## src/rtl/tlp_packetizer_if.sv

```systemverilog
`default_nettype none
// ============================================================================
//  Module      : tlp_packetizer_if
//  Description : Request-side and TLP-side valid/ready bundle for tlp_packetizer.
//  Revision    : 1.0  initial release
// ============================================================================
interface tlp_packetizer_if;
    logic           req_valid_i;
    logic           req_ready_o;
    logic [1:0]     req_cmd_i;
    logic [2:0]     req_tc_i;
    logic [9:0]     req_length_i;
    logic [15:0]    req_requestID_i;
    logic [15:0]    req_completID_i;
    logic [31:0]    req_addr_i;
    logic [511:0]   req_data_i;
    logic           tlp_valid_o;
    logic           tlp_ready_i;
    logic [1023:0]  tlp_data_o;

    modport master (
        output req_valid_i, req_cmd_i, req_tc_i, req_length_i, req_requestID_i,
               req_completID_i, req_addr_i, req_data_i, tlp_ready_i,
        input  req_ready_o, tlp_valid_o, tlp_data_o
    );

    modport slave (
        input  req_valid_i, req_cmd_i, req_tc_i, req_length_i, req_requestID_i,
               req_completID_i, req_addr_i, req_data_i, tlp_ready_i,
        output req_ready_o, tlp_valid_o, tlp_data_o
    );
endinterface
`default_nettype wire

```

## src/rtl/tlp_packetizer.sv

```systemverilog
`default_nettype none
// ============================================================================
//  Module      : tlp_packetizer
//  Description : TX TLP builder; queues MRD/MWR/CPL/CPLD requests in a small
//                FIFO and encodes the head entry into a 1024-bit TLP word.
//  Revision    : 1.0  initial release
// ============================================================================
module tlp_packetizer #(
    parameter int FIFO_DEPTH = 4,
    parameter int CNT_W      = 16
) (
    input  wire logic           clk,
    input  wire logic           rst,
    tlp_packetizer_if.slave     bus,
    output logic [CNT_W-1:0]    tlp_cnt_o
);

    localparam int                 c_PTR_W = $clog2(FIFO_DEPTH);
    localparam logic [c_PTR_W:0]   c_FULL  = (c_PTR_W+1)'(FIFO_DEPTH);

    localparam logic [1:0] c_CMD_MRD  = 2'd0;
    localparam logic [1:0] c_CMD_MWR  = 2'd1;
    localparam logic [1:0] c_CMD_CPL  = 2'd2;
    localparam logic [1:0] c_CMD_CPLD = 2'd3;

    typedef struct packed {
        logic [1:0]   cmd;
        logic [2:0]   tc;
        logic [9:0]   len;
        logic [15:0]  rid;
        logic [15:0]  id;
        logic [511:0] data;
    } entry_t;

    entry_t               r_mem [FIFO_DEPTH];
    logic [c_PTR_W-1:0]   r_wr_ptr;
    logic [c_PTR_W-1:0]   r_rd_ptr;
    logic [c_PTR_W:0]     r_count;
    logic [CNT_W-1:0]     r_tlp_cnt;

    logic                 w_req_ready;
    logic                 w_tlp_valid;
    logic                 w_push;
    logic                 w_pop;
    entry_t               w_wr_entry;
    entry_t               w_head;
    logic [1023:0]        w_tlp_data;
    logic                 w_unused_addr;

    assign w_req_ready = (r_count < c_FULL);
    assign w_tlp_valid = (r_count != '0);
    assign w_push      = bus.req_valid_i & w_req_ready;
    assign w_pop       = w_tlp_valid & bus.tlp_ready_i;

    assign bus.req_ready_o = w_req_ready;
    assign bus.tlp_valid_o = w_tlp_valid;
    assign bus.tlp_data_o  = w_tlp_data;
    assign tlp_cnt_o       = r_tlp_cnt;

    // Only the low address half is encoded into the header.
    assign w_unused_addr = &{1'b0, bus.req_addr_i[31:16]};

    // Completions carry the completer ID where requests carry the address;
    // payload is kept only for the data-bearing commands.
    always_comb begin
        w_wr_entry      = '0;
        w_wr_entry.cmd  = bus.req_cmd_i;
        w_wr_entry.tc   = bus.req_tc_i;
        w_wr_entry.len  = bus.req_length_i;
        w_wr_entry.rid  = bus.req_requestID_i;
        w_wr_entry.id   = (bus.req_cmd_i == c_CMD_CPL || bus.req_cmd_i == c_CMD_CPLD)
                          ? bus.req_completID_i : bus.req_addr_i[15:0];
        w_wr_entry.data = (bus.req_cmd_i == c_CMD_MWR || bus.req_cmd_i == c_CMD_CPLD)
                          ? bus.req_data_i : '0;
    end

    assign w_head = r_mem[r_rd_ptr];

    always_comb begin
        w_tlp_data = '0;
        if (w_tlp_valid) begin
            unique case (w_head.cmd)
                c_CMD_MRD:  w_tlp_data[607:600] = 8'h00;
                c_CMD_MWR:  w_tlp_data[607:600] = 8'h40;
                c_CMD_CPL:  w_tlp_data[607:600] = 8'h0A;
                c_CMD_CPLD: w_tlp_data[607:600] = 8'h4A;
                default:    w_tlp_data[607:600] = 8'h00;
            endcase
            w_tlp_data[598:596] = w_head.tc;
            w_tlp_data[585:576] = w_head.len;
            w_tlp_data[575:560] = w_head.rid;
            w_tlp_data[543:528] = w_head.id;
            w_tlp_data[511:0]   = w_head.data;
        end
    end

    // Storage is not reset; clearing the pointers and count discards it.
    always_ff @(posedge clk) begin
        if (w_push) begin
            r_mem[r_wr_ptr] <= w_wr_entry;
        end
    end

    always_ff @(posedge clk or posedge rst) begin
        if (rst) begin
            r_wr_ptr  <= '0;
            r_rd_ptr  <= '0;
            r_count   <= '0;
            r_tlp_cnt <= '0;
        end else begin
            if (w_push) begin
                r_wr_ptr <= r_wr_ptr + 1'b1;
            end
            if (w_pop) begin
                r_rd_ptr  <= r_rd_ptr + 1'b1;
                r_tlp_cnt <= r_tlp_cnt + 1'b1;
            end
            unique case ({w_push, w_pop})
                2'b10:   r_count <= r_count + 1'b1;
                2'b01:   r_count <= r_count - 1'b1;
                default: r_count <= r_count;
            endcase
        end
    end

endmodule
`default_nettype wire

```

## src/flat_wrapper.sv

```systemverilog
// flat-port wrapper written by rule: the top's interface ports become plain ports
module tlp_packetizer_flat 
#(
    parameter int FIFO_DEPTH = 4,
    parameter int CNT_W      = 16
)
  (clk, rst, tlp_cnt_o, bus_req_valid_i, bus_req_cmd_i, bus_req_tc_i, bus_req_length_i, bus_req_requestID_i, bus_req_completID_i, bus_req_addr_i, bus_req_data_i, bus_tlp_ready_i, bus_req_ready_o, bus_tlp_valid_o, bus_tlp_data_o);
  tlp_packetizer_if bus_i ();
  input  wire logic clk;
  input  wire logic rst;
  output logic [CNT_W-1:0] tlp_cnt_o;
  input wire logic [$bits(bus_i.req_valid_i)-1:0] bus_req_valid_i;
  input wire logic [$bits(bus_i.req_cmd_i)-1:0] bus_req_cmd_i;
  input wire logic [$bits(bus_i.req_tc_i)-1:0] bus_req_tc_i;
  input wire logic [$bits(bus_i.req_length_i)-1:0] bus_req_length_i;
  input wire logic [$bits(bus_i.req_requestID_i)-1:0] bus_req_requestID_i;
  input wire logic [$bits(bus_i.req_completID_i)-1:0] bus_req_completID_i;
  input wire logic [$bits(bus_i.req_addr_i)-1:0] bus_req_addr_i;
  input wire logic [$bits(bus_i.req_data_i)-1:0] bus_req_data_i;
  input wire logic [$bits(bus_i.tlp_ready_i)-1:0] bus_tlp_ready_i;
  output wire logic [$bits(bus_i.req_ready_o)-1:0] bus_req_ready_o;
  output wire logic [$bits(bus_i.tlp_valid_o)-1:0] bus_tlp_valid_o;
  output wire logic [$bits(bus_i.tlp_data_o)-1:0] bus_tlp_data_o;
  assign bus_i.req_valid_i = bus_req_valid_i;
  assign bus_i.req_cmd_i = bus_req_cmd_i;
  assign bus_i.req_tc_i = bus_req_tc_i;
  assign bus_i.req_length_i = bus_req_length_i;
  assign bus_i.req_requestID_i = bus_req_requestID_i;
  assign bus_i.req_completID_i = bus_req_completID_i;
  assign bus_i.req_addr_i = bus_req_addr_i;
  assign bus_i.req_data_i = bus_req_data_i;
  assign bus_i.tlp_ready_i = bus_tlp_ready_i;
  assign bus_req_ready_o = bus_i.req_ready_o;
  assign bus_tlp_valid_o = bus_i.tlp_valid_o;
  assign bus_tlp_data_o = bus_i.tlp_data_o;
  tlp_packetizer #(.FIFO_DEPTH(FIFO_DEPTH), .CNT_W(CNT_W)) u_core (.clk(clk), .rst(rst), .bus(bus_i), .tlp_cnt_o(tlp_cnt_o));
endmodule
```

## config.mk

```make
export PLATFORM = sky130hd
export DESIGN_NAME = tlp_packetizer_flat
export DESIGN_NICKNAME = d
export VERILOG_FILES = /design/src/rtl/tlp_packetizer_if.sv /design/src/rtl/tlp_packetizer.sv /design/src/flat_wrapper.sv
export SDC_FILE = /design/constraint.sdc
export NUM_CORES = 2
export LEC_CHECK = 0
export CORE_AREA = 2 2 629 631
export DETAILED_ROUTE_END_ITERATION = 12
export DIE_AREA = 0 0 631 633
export GPL_ROUTABILITY_DRIVEN = 0
export PLACE_DENSITY = 0.43
export REMOVE_ABC_BUFFERS = 1
export SYNTH_ARGS = -nofsm -noshare
export SYNTH_HDL_FRONTEND = slang
export SYNTH_SLANG_ARGS = --single-unit
```

## constraint.sdc

```tcl
create_clock -name clk -period 14.45 [get_ports clk]
set_input_delay 2.89 -clock clk [delete_from_list [all_inputs] [get_ports clk]]
set_output_delay 2.89 -clock clk [all_outputs]
set_load 0.01 [all_outputs]
```

# ---- Word level (Yosys, flattened, before mapping)
# Memory sizes are Yosys's and may differ from the RTL's.
# Cells that the tools add are included.
dict set report totals {
  mem_bits_rw 2236
  regBits 23
  output_inout_bits 1042
  mem_count 1
}
# name depth width rd rd_clocked_by_memory_dff write_ports line
set memory_table {}
lappend memory_table {u_core.r_mem 4 559 1 0 1 tlp_packetizer.sv:35} ;# entry_t r_mem [FIFO_DEPTH];
dict set report op_classes {
  muxes 11
  n_bitwise 2
  n_lt_le_gt_ge 1
  n_eq_ne 8
  add_sub_neg 5
  reduce_logical 5
}
# operator count
set ops {}
lappend ops {{2-to-1 mux 512 bit} 2}
lappend ops {{2-to-1 mux 16 bit} 2}
lappend ops {{one-hot mux 8 bit (4 select lines)} 1}
lappend ops {{2-to-1 mux 26 bit} 1}
lappend ops {{adder 16 x 1 -> 16 bit (second input constant)} 1}
lappend ops {{== test 2 bit (second input constant)} 5}
lappend ops {{2-to-1 mux 8 bit} 1}
lappend ops {{== test 2 x 1 -> 1 bit (second input constant)} 3}
lappend ops {{one-hot mux 3 bit (2 select lines)} 1}
lappend ops {{adder 2 x 1 -> 2 bit (second input constant)} 2}
lappend ops {{adder 3 x 1 -> 3 bit (second input constant)} 1}
lappend ops {{less-than comparator 3 bit (second input constant)} 1}
lappend ops {{2-to-1 mux 3 bit} 1}
lappend ops {{nonzero test 3 bit} 1}
lappend ops {{subtractor 3 x 1 -> 3 bit (second input constant)} 1}
lappend ops {{AND 1 bit} 2}
lappend ops {{logical NOT 2 bit} 1}
lappend ops {{logical OR 1 bit} 2}
lappend ops {{2-to-1 mux 1 bit} 2}
lappend ops {{nonzero test 2 bit} 1}

# ---- Logic depth before layout (Yosys ltp)
dict set report logic_depth {
  ltp_word 4
  mapped_depth 9
}

# ---- Worst setup path before layout
# OpenSTA, ideal clock, no wires.
dict set report synth_timing {
  kind {input port to flip-flop}
  start {in bus_req_valid_i}
  end {mem u_core.r_mem[0][0] (netlist bit), enable pin}
  required_ns 13.453
  setup_ns 0.997
  t_arrival_ns 15.879
  path_slack_ns -2.426
  cell_stages 3
  n_path_buf 1
  cell_sequence {nor2b_1 clkbuf_1 and2_1}
}
dict set report synth_between {
  elab_chain_cells 3
}
# item line
set synth_rtl {}
lappend synth_rtl {{start: declaration} flat_wrapper.sv:12} ;# input wire logic [$bits(bus_i.req_valid_i)-1:0] bus_req_valid_i;
lappend synth_rtl {{AND 1 bit} tlp_packetizer.sv:52} ;# assign w_push = bus.req_valid_i & w_req_ready;
lappend synth_rtl {{2-to-1 mux 1 bit} tlp_packetizer.sv:99} ;# if (w_push) begin
lappend synth_rtl {{2-to-1 mux 1 bit (implied by the code)} tlp_packetizer.sv:100} ;# r_mem[r_wr_ptr] <= w_wr_entry;
lappend synth_rtl {{end: declaration} tlp_packetizer.sv:35}
# No other way between the ends.

# ---- Worst setup path after layout
dict set report layout_timing {
  start {reg u_core.r_rd_ptr[1]}
  end {out bus_tlp_data_o[406]}
}
dict set report layout_between {
  elab_chain_cells 2
}
# item line
set layout_rtl {}
lappend layout_rtl {{start: declaration} tlp_packetizer.sv:37} ;# logic [c_PTR_W-1:0] r_rd_ptr;
lappend layout_rtl {{start signal: assignment} tlp_packetizer.sv:115} ;# r_rd_ptr <= r_rd_ptr + 1'b1;
lappend layout_rtl {{memory read (4 x 559 bit)} --}
lappend layout_rtl {{2-to-1 mux 512 bit} tlp_packetizer.sv:81} ;# if (w_tlp_valid) begin
lappend layout_rtl {{end: declaration} flat_wrapper.sv:23} ;# output wire logic [$bits(bus_i.tlp_data_o)-1:0] bus_tlp_data_o;
# No other way between the ends.

==> flow_summary.json <==
{
  "synth.top_cell.area_share_pct": 72.61,
  "drtIter0Drc": 2464,
  "layout-drive-gt1-share_pct": 16.56,
  "place_inst": 10890,
  "p_per_area_mw_per_mm2": 204.6,
  "via_per_inst": 4.004,
  "worstPathArrival_ns": 4.98,
  "wl_um": 271200,
  "max-slew-margin-rel_pct": 24.08,
  "die_area_mm2": 0.3994,
  "start_util_pct": 23.59,
  "netlist_instances": 4693,
  "route.detailed.drc": 0,
  "cp.required_ns": 11.56,
  "core_mm2": 0.3920,
  "dp_hpwl_um": 171400,
  "fmax_mhz": 127.1,
  "cts_buffer_depth": 4,
  "dieWidth_um": 631,
  "r2r_start": "u_core.r_count[2]",
  "finClkSkew_ns": 0.05674,
  "yosys.area.top_type": "edfxtp_1",
  "die_h_um": 633,
  "layout_common_cells": "edfxtp_1 (2236), clkdlybuf4s50_1 (1155), and2_1 (1071), mux4_2 (559), conb_1 (464)",
  "mostFrequentLayoutCell": "edfxtp_1",
  "leakagePower_nw": 38.18,
  "cp_max_fo": 105,
  "peakVddDrop_mv": 0.1464,
  "grt_max_degree": 155,
  "clkSinkCount": 2259,
  "cts_resized": 0,
  "area_growth_pct": 26.81,
  "holdBufCountCts": 0,
  "period_minus_slack_ns": 7.868,
  "r2r_slack_ns": 10.31,
  "outcome": "finished, final reports clean",
  "hold_class": "flop to flop",
  "yosysWarningCount": 0,
  "setup_tns_ns": 0,
  "worst_pin_slew_ns": 1.139,
  "hold_viol_final": 0,
  "period_share_pct": 54.45,
  "synth.avg_cell_area_um2": 19.70,
  "track_usage_pct": 13.03,
  "post_drt_wl_per_cell_um": 23.73,
  "cp-start-kind": "flop",
  "critPathCapture": "bus_tlp_data_o[406]",
  "clk_latency_ns": 0.88,
  "end_kind": "primary output",
  "synthDistinctLibCells": 27,
  "ys_top_cells_by_area": "edfxtp_1 (73%), mux4_2 (14%), and2_1 (7.3%)",
  "htree_levels": 5,
  "portBuffers": 1156,
  "vias": 45768,
  "rr_endpoint": "u_core.r_mem[1][68]",
  "drtPass1Iterations": 5,
  "place_ws_ns": 7.120,
  "cp-startpoint": "u_core.r_rd_ptr[1]",
  "antenna_found_initial": 135,
  "cts-buffers-inserted": 275,
  "cts_root_buf": "clkbuf_16",
  "worst_r2r_path_depth": 5,
  "setup_ws_ns": 6.582,
  "crit_type": "flop to primary output",
  "rows": 230,
  "ys_ff_latch": 2259,
  "ant_nets": 0,
  "grt_overflow": 0,
  "cts_tree": "built",
  "post_cts_buffers": 0,
  "final_util_pct": 29.92,
  "ys_seq_area_share_pct": 73.23,
  "syn_area_mm2": 0.09247,
  "finalSetupViolCount": 0,
  "total_power_mw": 23.99,
  "ios": 1637,
  "cts.reportedPaths.clkPinSlew_ns": 0.06,
  "max-cap-violations": 0,
  "grt_pass1_vias": 48245,
  "final_cell_count_no_fill": 11430,
  "grt_pass1_wl_um": 373100,
  "rsz0062_at_grt": "no",
  "nNetsFinal": 6549,
  "maxSlewViolCount": 0
}
[flip-flops by register name, indices dropped and copies added (netlist names)]
signal	flops
u_core.r_mem	2236
u_core.tlp_cnt_o	16
u_core.r_count	3
u_core.r_rd_ptr	2
u_core.r_wr_ptr	2
[routing by layer]
| layer | track usage [%] | wire length [um] | share of wire [%] | vias to the layer above |
|---|---|---|---|---|
| met5 | 0.1932 | 414 | 0.15 | - |
| met1 | 14.51 | 101500 | 37 | 23885 |
| li1 | - | - | - | 19833 |
| met3 | 3.902 | 18110 | 6.7 | 544 |
| met2 | 22.74 | 140000 | 52 | 1444 |
| met4 | 6.135 | 11240 | 4.1 | 62 |
[synthesized netlist by cell type, drive strengths merged]
cell / count
mux2i: 1
o21ai: 1
dfrtp: 23
ha: 6
nor2b: 1
nand2: 10
nand3: 6
o31a: 1
fa: 1
conb: 1
buf: 567
and3: 1
clkbuf: 148
nand4: 4
mux4: 559
inv: 9
xnor2: 17
nor3: 1
and2: 1075
edfxtp: 2236
and4: 1
nor2: 3
mux2: 17
xor2: 4
[stage by stage]
step	hold slack [ns]	cell area, um2
6_report	0.4730	117300
5_1_grt	0.5139	117200
4_1_cts	0.4813	117100
3_5_place_dp	0.4677	108400
3_3_place_gp	0.4654	108400
2_1_floorplan	0.4685	89430
[cell type report]
cell class	instances	area, um2
multi-input cells	2173	21700
clock inverters	141	1429
diodes	50	125.1
repair buffers	1229	12360
well taps	5220	6531
flip-flops and latches	2259	67730
fillers	38657	274700
clock buffers	349	7351
inverters	9	33.78
[power by group]
group	internal (mW)	switching (mW)
logic	4.30	4.51
clock network	4.03	2.72
registers	8.21	0.220
total	16.5	7.45
[kinds of logic (layout without fill, tap and decap cells)]
group / count (synthesis) / in the layout / share of synthesized area, %
XOR/XNOR: 21 / 21 / 0.1989
buffers and inverters: 724 / 1728 / 5.200
other: 1 / 514 / 0.004055
adder cells (fa/ha/maj): 7 / 7 / 0.1028
flip-flops: 2259 / 2259 / 73.23
AO/OA/AOI/OAI: 2 / 2 / 0.01488
multiplexers: 577 / 577 / 13.83
AND/OR/NAND/NOR: 1102 / 1102 / 7.413
[how the worst min path moves through the flow]
stage	to	start	slack, ns	depth (start not counted)
after CTS	u_core.tlp_cnt_o[15]	u_core.tlp_cnt_o[15]	0.48	1
final	u_core.tlp_cnt_o[15]	u_core.tlp_cnt_o[15]	0.47	1
after global routing	u_core.tlp_cnt_o[15]	u_core.tlp_cnt_o[15]	0.51	1
after global placement	u_core.tlp_cnt_o[15]	u_core.tlp_cnt_o[15]	0.47	1
after floorplan	u_core.r_count[0]	u_core.r_count[0]	0.47	1
after detailed placement	u_core.tlp_cnt_o[15]	u_core.tlp_cnt_o[15]	0.47	1
[worst max-delay path: stages, from the launching register on]
cell	delay (ns)
dfrtp_4	0.76
buf_4	0.51
buf_4	0.66
buf_12	0.43
mux4_2	0.38
and2_1	0.22
clkdlybuf4s50_1	0.64
Power figures use the tool's default switching activity.
